`src/rtl/blink_pkg.sv`:
```
// Shared mode encoding and per-channel configuration record for the LED blink array.
// Latency: n/a (types only). Backpressure: n/a.
package blink_pkg;

    typedef enum logic [1:0] {
        MODE_OFF   = 2'd0,
        MODE_ON    = 2'd1,
        MODE_BLINK = 2'd2,
        MODE_BURST = 2'd3
    } mode_e;

    // Widest rate/count fields any instance may use; instances take the low bits.
    localparam int CFG_RATE_W = 5;
    localparam int CFG_CNT_W  = 16;

    typedef struct packed {
        mode_e                 mode;
        logic [CFG_RATE_W-1:0] rate;
        logic [CFG_CNT_W-1:0]  count;
    } blink_cfg_t;

endpackage

```
`src/rtl/blink_channel.sv`:
```
// One LED channel: mode register, tick-driven phase counter, burst counter.
// Latency: a load shows on led/busy/done the next cycle. Backpressure: none, load always accepted.
module blink_channel
    import blink_pkg::*;
#(
    parameter int RATE_W = 4,
    parameter int CNT_W  = 8
) (
    input  logic       clk,
    input  logic       rst_n,
    input  logic       tick_i,
    input  logic       load_i,
    input  blink_cfg_t cfg_i,
    output logic       led_o,
    output logic       done_o,
    output logic       busy_o
);

    localparam int PH_W = (1 << RATE_W) - 1;

    mode_e             mode_q, mode_d;
    logic [RATE_W-1:0] rate_q, rate_d;
    logic [PH_W-1:0]   phase_q, phase_d;
    logic [CNT_W-1:0]  remain_q, remain_d;
    logic              led_q, led_d;
    logic              done_q, done_d;

    logic              running;
    logic [PH_W-1:0]   phase_term;
    logic              unused_cfg;

    assign unused_cfg = ^cfg_i;
    assign running    = (mode_q == MODE_BLINK) || (mode_q == MODE_BURST);
    // 2^rate - 1 as a mask: the counter is wide enough that it never wraps before matching.
    assign phase_term = {PH_W{1'b1}} >> (RATE_W'(PH_W) - rate_q);

    always_comb begin
        mode_d   = mode_q;
        rate_d   = rate_q;
        phase_d  = phase_q;
        remain_d = remain_q;
        led_d    = led_q;
        done_d   = 1'b0;
        if (load_i) begin
            mode_d   = cfg_i.mode;
            rate_d   = cfg_i.rate[RATE_W-1:0];
            phase_d  = '0;
            remain_d = cfg_i.count[CNT_W-1:0];
            case (cfg_i.mode)
                MODE_OFF:   led_d = 1'b0;
                MODE_ON:    led_d = 1'b1;
                MODE_BLINK: led_d = 1'b1;
                MODE_BURST: begin
                    if (cfg_i.count[CNT_W-1:0] == '0) begin
                        mode_d = MODE_OFF;
                        led_d  = 1'b0;
                        done_d = 1'b1;
                    end else begin
                        led_d = 1'b1;
                    end
                end
                default:    led_d = 1'b0;
            endcase
        end else if (running && tick_i) begin
            if (phase_q == phase_term) begin
                phase_d = '0;
                led_d   = !led_q;
                if ((mode_q == MODE_BURST) && led_q) begin
                    remain_d = remain_q - 1'b1;
                    if (remain_q == CNT_W'(1)) begin
                        mode_d = MODE_OFF;
                        led_d  = 1'b0;
                        done_d = 1'b1;
                    end
                end
            end else begin
                phase_d = phase_q + 1'b1;
            end
        end
    end

    always_ff @(posedge clk or negedge rst_n) begin
        if (!rst_n) begin
            mode_q   <= MODE_OFF;
            rate_q   <= '0;
            phase_q  <= '0;
            remain_q <= '0;
            led_q    <= 1'b0;
            done_q   <= 1'b0;
        end else begin
            mode_q   <= mode_d;
            rate_q   <= rate_d;
            phase_q  <= phase_d;
            remain_q <= remain_d;
            led_q    <= led_d;
            done_q   <= done_d;
        end
    end

    assign led_o  = led_q;
    assign done_o = done_q;
    assign busy_o = running;

endmodule

```
`src/rtl/blink_array.sv`:
```
// Multi-channel LED blinker: shared base-tick prescaler, write decode, NCH channels.
// Latency: writes take effect one cycle after the strobe. Backpressure: none, every write accepted.
module blink_array
    import blink_pkg::*;
#(
    parameter int NCH      = 4,
    parameter int TICK_DIV = 100000,
    parameter int RATE_W   = 4,
    parameter int CNT_W    = 8,
    localparam int CH_W    = (NCH > 1) ? $clog2(NCH) : 1
) (
    input  logic              clk,
    input  logic              rst_n,
    input  logic              wr_en,
    input  logic [CH_W-1:0]   wr_ch,
    input  logic [1:0]        wr_mode,
    input  logic [RATE_W-1:0] wr_rate,
    input  logic [CNT_W-1:0]  wr_count,
    output logic [NCH-1:0]    led,
    output logic [NCH-1:0]    done,
    output logic [NCH-1:0]    busy,
    output logic              tick
);

    localparam int PS_W = $clog2(TICK_DIV);

    logic [PS_W-1:0] ps_cnt_q, ps_cnt_d;
    logic            tick_now;
    logic [NCH-1:0]  load;
    blink_cfg_t      cfg;

    // Free-running; writes never disturb the prescaler.
    assign tick_now = (ps_cnt_q == PS_W'(TICK_DIV - 1));
    assign ps_cnt_d = tick_now ? '0 : ps_cnt_q + 1'b1;
    assign tick     = tick_now;

    always_ff @(posedge clk or negedge rst_n) begin
        if (!rst_n) begin
            ps_cnt_q <= '0;
        end else begin
            ps_cnt_q <= ps_cnt_d;
        end
    end

    always_comb begin
        cfg                    = '0;
        cfg.mode               = mode_e'(wr_mode);
        cfg.rate[RATE_W-1:0]   = wr_rate;
        cfg.count[CNT_W-1:0]   = wr_count;
    end

    // Indices at or above NCH match no channel, so such writes fall away.
    for (genvar c = 0; c < NCH; c++) begin : g_ch
        assign load[c] = wr_en && (wr_ch == CH_W'(c));

        blink_channel #(
            .RATE_W (RATE_W),
            .CNT_W  (CNT_W)
        ) u_ch (
            .clk    (clk),
            .rst_n  (rst_n),
            .tick_i (tick_now),
            .load_i (load[c]),
            .cfg_i  (cfg),
            .led_o  (led[c]),
            .done_o (done[c]),
            .busy_o (busy[c])
        );
    end

endmodule

```
`config.mk`:
```
export PLATFORM = sky130hd
export DESIGN_NAME = blink_array
export DESIGN_NICKNAME = d
export VERILOG_FILES = /design/src/rtl/blink_pkg.sv /design/src/rtl/blink_channel.sv /design/src/rtl/blink_array.sv
export SDC_FILE = /design/constraint.sdc
export NUM_CORES = 1
export LEC_CHECK = 0
export ABC_CLOCK_PERIOD_IN_PS = 3700
export CAP_MARGIN = 20
export CORE_ASPECT_RATIO = 0.9
export CORE_UTILIZATION = 45
export CTS_BUF_LIST = sky130_fd_sc_hd__clkbuf_4 sky130_fd_sc_hd__clkbuf_8
export CTS_CLUSTER_DIAMETER = 40
export DETAILED_ROUTE_END_ITERATION = 7
export GPL_ROUTABILITY_DRIVEN = 1
export PLACE_DENSITY = 0.64
export SLEW_MARGIN = 20
export SYNTH_ARGS = -nofsm -noshare
export SYNTH_HDL_FRONTEND = slang
export SYNTH_SLANG_ARGS = --single-unit
```
`constraint.sdc`:
```
create_clock -name clk -period 3.7 [get_ports clk]
set_input_delay 0.925 -clock clk [delete_from_list [all_inputs] [get_ports clk]]
set_output_delay 0.925 -clock clk [all_outputs]
set_load 0.005 [all_outputs]
```
==> run metrics <==
result of the run=completed; CP endpoint kind=primary output; Synth top cells by count=sky130_fd_sc_hd__nand2_1, sky130_fd_sc_hd__dfrtp_1, sky130_fd_sc_hd__nor2_1; number of design-rule violations left by the first detailed-router iteration=626; clock sinks=141; share of the synthesized area in the top cell type=39.1%; Layout Cells excl Fill=1,332; highest attainable clock frequency=0.294 GHz; WL final=22.7 mm; synthesized netlist cell count=1,091; final sum of negative setup slack=0 ps; first-pass GRT wire length=37.3 mm; switching share of total power=30.3%; antenna diode count=0; total leakage power=3.97 nW; number of cell rows=48; maximum ir drop on the vdd rail=192 uV; leading cell type by number of instances after synthesis=sky130_fd_sc_hd__nand2_1; Clock Tree Buf Depth=2; detailed-placement wirelength estimate=15.7 mm; Worst EP arrival=2470 ps; pin count of the biggest net entering global routing=76; Yosys Warn Count=0; Flop pwr share=50.0%; Horiz. Die Dim=151 um; total I/O pin count=32; unrepaired setup endpoints after global routing=no; clock tree from TritonCTS=built; required arrival time at the worst endpoint=2770 ps; hold slack final=472 ps; cell accounting for the most synthesized area=sky130_fd_sc_hd__dfrtp_1; share of power burned in the clock network=34.6%; number of cells after detailed placement=1,301; Final Critical Period=3400 ps; combinational share of power=15.3%; number of cells on the worst reg-to-reg path=7; Port-buffer cells=31; count of endpoints failing hold in the final timing report=0; Routed wire per std cell=17.1 um; Most used DFF post-synth=sky130_fd_sc_hd__dfrtp_1; core box area=19,400 um^2; total grt overflow=0; CTS H-tree lvls=4; cts repair resizes=0; Non-Filler Cell Area, Final=9760 um^2; critical path start-end classification=reg2out; part of the Yosys area used for sequential elements=39.1%; overall die height=136 um; post-route clock skew=10.3 ps; filler instances=1,838; library cell used as clock root buffer=sky130_fd_sc_hd__clkbuf_8; number of failing setup endpoints in the final timing report=0; post-CTS setup buffer count=0; portion of the clock cycle consumed by the worst path in the final layout=91.8%; via count of the first global-routing pass=7,045; GR Util All Layers=23.4%; switching power of the nets=1.15 mW; EDFF count, synth=0; Avg Cell Area, Syn=8.27 um^2; slack of the worst reg-to-reg path=570 ps; initial core utilization=46.5%; iteration count of the initial detailed-routing pass=5; Worst Max-Slew Pin Slew=776 ps; synthesized netlist net count=1,125; internal power summed over all cells=2.64 mW; share of synthesized flip-flops with an asynchronous set or reset=100%; maximum net fanout on the critical path=6; routed vias=7,910; antenna violation net count after detailed routing=0; Die Area=20,600 um^2; number of hold-repair buffers added at the cts stage=0; max-capacitance violation count=0; largest cells by area after synthesis=sky130_fd_sc_hd__dfrtp_1, sky130_fd_sc_hd__nand2_1, sky130_fd_sc_hd__nor2_1, sky130_fd_sc_hd__nand3_1, sky130_fd_sc_hd__o21ai_0; Placed Instance Area=9350 um^2; total power=3.79 mW; DRC violations left=0; max_slew headroom=48.1%; global placement routability congestion=0.879; antenna violations before repair=0; area overhead of the layout relative to synthesis=8.15%; number of synthesized register bits=141; layout cell share with drive strength beyond 1=6.47%; CTS buffer count=17; worst min-delay path class=in2async; synthesized area=9020 um^2; final layout net count=1,104; post-synthesis cell type count=73; clock transition time at the flip-flop clock pins of the worst setup and hold paths=80 ps; count of pins over their slew limit=0; Critical Path Start Type=flop; power per unit of standard cell area=389 nW/um^2; Vias per Instance=5.94; clock latency reported for the late side of the worst-skew pair=460 ps
[power groups by stage]
stage	Clock [mW]	Sequential (mW)	Combinational, mW
2_1_floorplan	0	1.78	0.543
3_3_place_gp	0	1.92	0.574
3_5_place_dp	0	1.92	0.584
4_1_cts	1.34	1.89	0.585
5_1_grt	1.40	1.92	0.657
6_report	1.31	1.90	0.582
[metrics by stage]
step	utilization, %	setup WS [ps]
after floorplan	-	1180
after global placement	48.2	650
after detailed placement	48.2	611
after CTS	50.3	252
after global routing	50.3	160
final	50.3	302
[cell usage in the layout (no fill, tap or decap), drive strengths merged, types with 4 or more instances in the layout]
cell / Yosys / routed
or4: 23 / 23
or2: 7 / 7
clkdlybuf4s50: 0 / 30
inv: 28 / 28
nand4b: 5 / 5
o22ai: 10 / 10
nand4: 23 / 23
and4: 5 / 5
nor4: 20 / 20
nor2b: 12 / 12
nand3: 65 / 65
a21o: 9 / 9
a22o: 6 / 6
mux2: 4 / 4
o21ai: 61 / 61
dfrtp: 141 / 141
a211oi: 8 / 8
nand2: 145 / 145
a31oi: 32 / 32
o32ai: 5 / 5
nor3b: 10 / 10
buf: 40 / 15
nand2b: 9 / 9
a22oi: 5 / 5
nor2: 91 / 91
and3: 39 / 39
o31ai: 8 / 8
a21oi: 50 / 50
xor2: 25 / 25
or3: 29 / 29
xnor2: 23 / 23
and2: 10 / 10
nor3: 26 / 26
ha: 15 / 15
o211ai: 4 / 4
clkbuf: 45 / 26
[critical path, cell delays in order (launching register included)]
cell                              delay [ps]
sky130_fd_sc_hd__dfrtp_1                 420
sky130_fd_sc_hd__nand4bb_1               460
sky130_fd_sc_hd__nor4_2                  420
sky130_fd_sc_hd__buf_4                   210
sky130_fd_sc_hd__clkdlybuf4s50_1         510
[final timing paths]
| kind | from | endpoint |
|---|---|---|
| hold / removal | rst_n | g_ch[3].u_ch.phase_q[9] |
| min in group clk | ps_cnt_q[0] | ps_cnt_q[0] |
| max in group asynchronous | rst_n | g_ch[2].u_ch.phase_q[12] |
| hold reg to reg | ps_cnt_q[0] | ps_cnt_q[0] |
| setup reg to reg | g_ch[1].u_ch.rate_q[2] | g_ch[1].u_ch.done_o |
| setup / recovery | ps_cnt_q[13] | tick |
[kinds of logic (layout without fill, tap and decap cells)]
kind of cell | count (synthesis) | after routing | share of synthesized area, %
simple gates | 532 | 532 | 30.9
flops | 141 | 141 | 39.1
fa+ha+maj | 15 | 15 | 2.08
mux | 7 | 7 | 0.832
buf+inv | 113 | 104 | 5.93
compound gates | 235 | 235 | 16.5
xor+xnor | 48 | 48 | 4.66
[layout make-up]
| class | count | area, um^2 | area share [%] |
|---|---|---|---|
| clock inverter | 5 | 80.1 | 0.821 |
| inverter | 28 | 105 | 1.08 |
| timing repair buffer | 45 | 429 | 4.40 |
| multi-input combinational | 837 | 4970 | 50.9 |
| tap | 250 | 313 | 3.21 |
| sequential | 141 | 3530 | 36.2 |
| clock buffer | 26 | 333 | 3.41 |
[state kept, by name, summed over array words and instances (netlist names)]
register and flops:
g_ch.u_ch.remain_q 32, ps_cnt_q 17, g_ch.u_ch.mode_q 8, g_ch.u_ch.led_o 4, g_ch.u_ch.done_o 4, g_ch.u_ch.rate_q 16, g_ch.u_ch.phase_q 60
[routing by layer]
layer | part of all wire (%) | GRT usage (%)
met5 | 0 | 0
met4 | 1.2 | 7.17
met3 | 5.9 | 4.19
met2 | 42 | 32.9
met1 | 51 | 36.0
No activity file was read; power rests on OpenSTA's default activity.
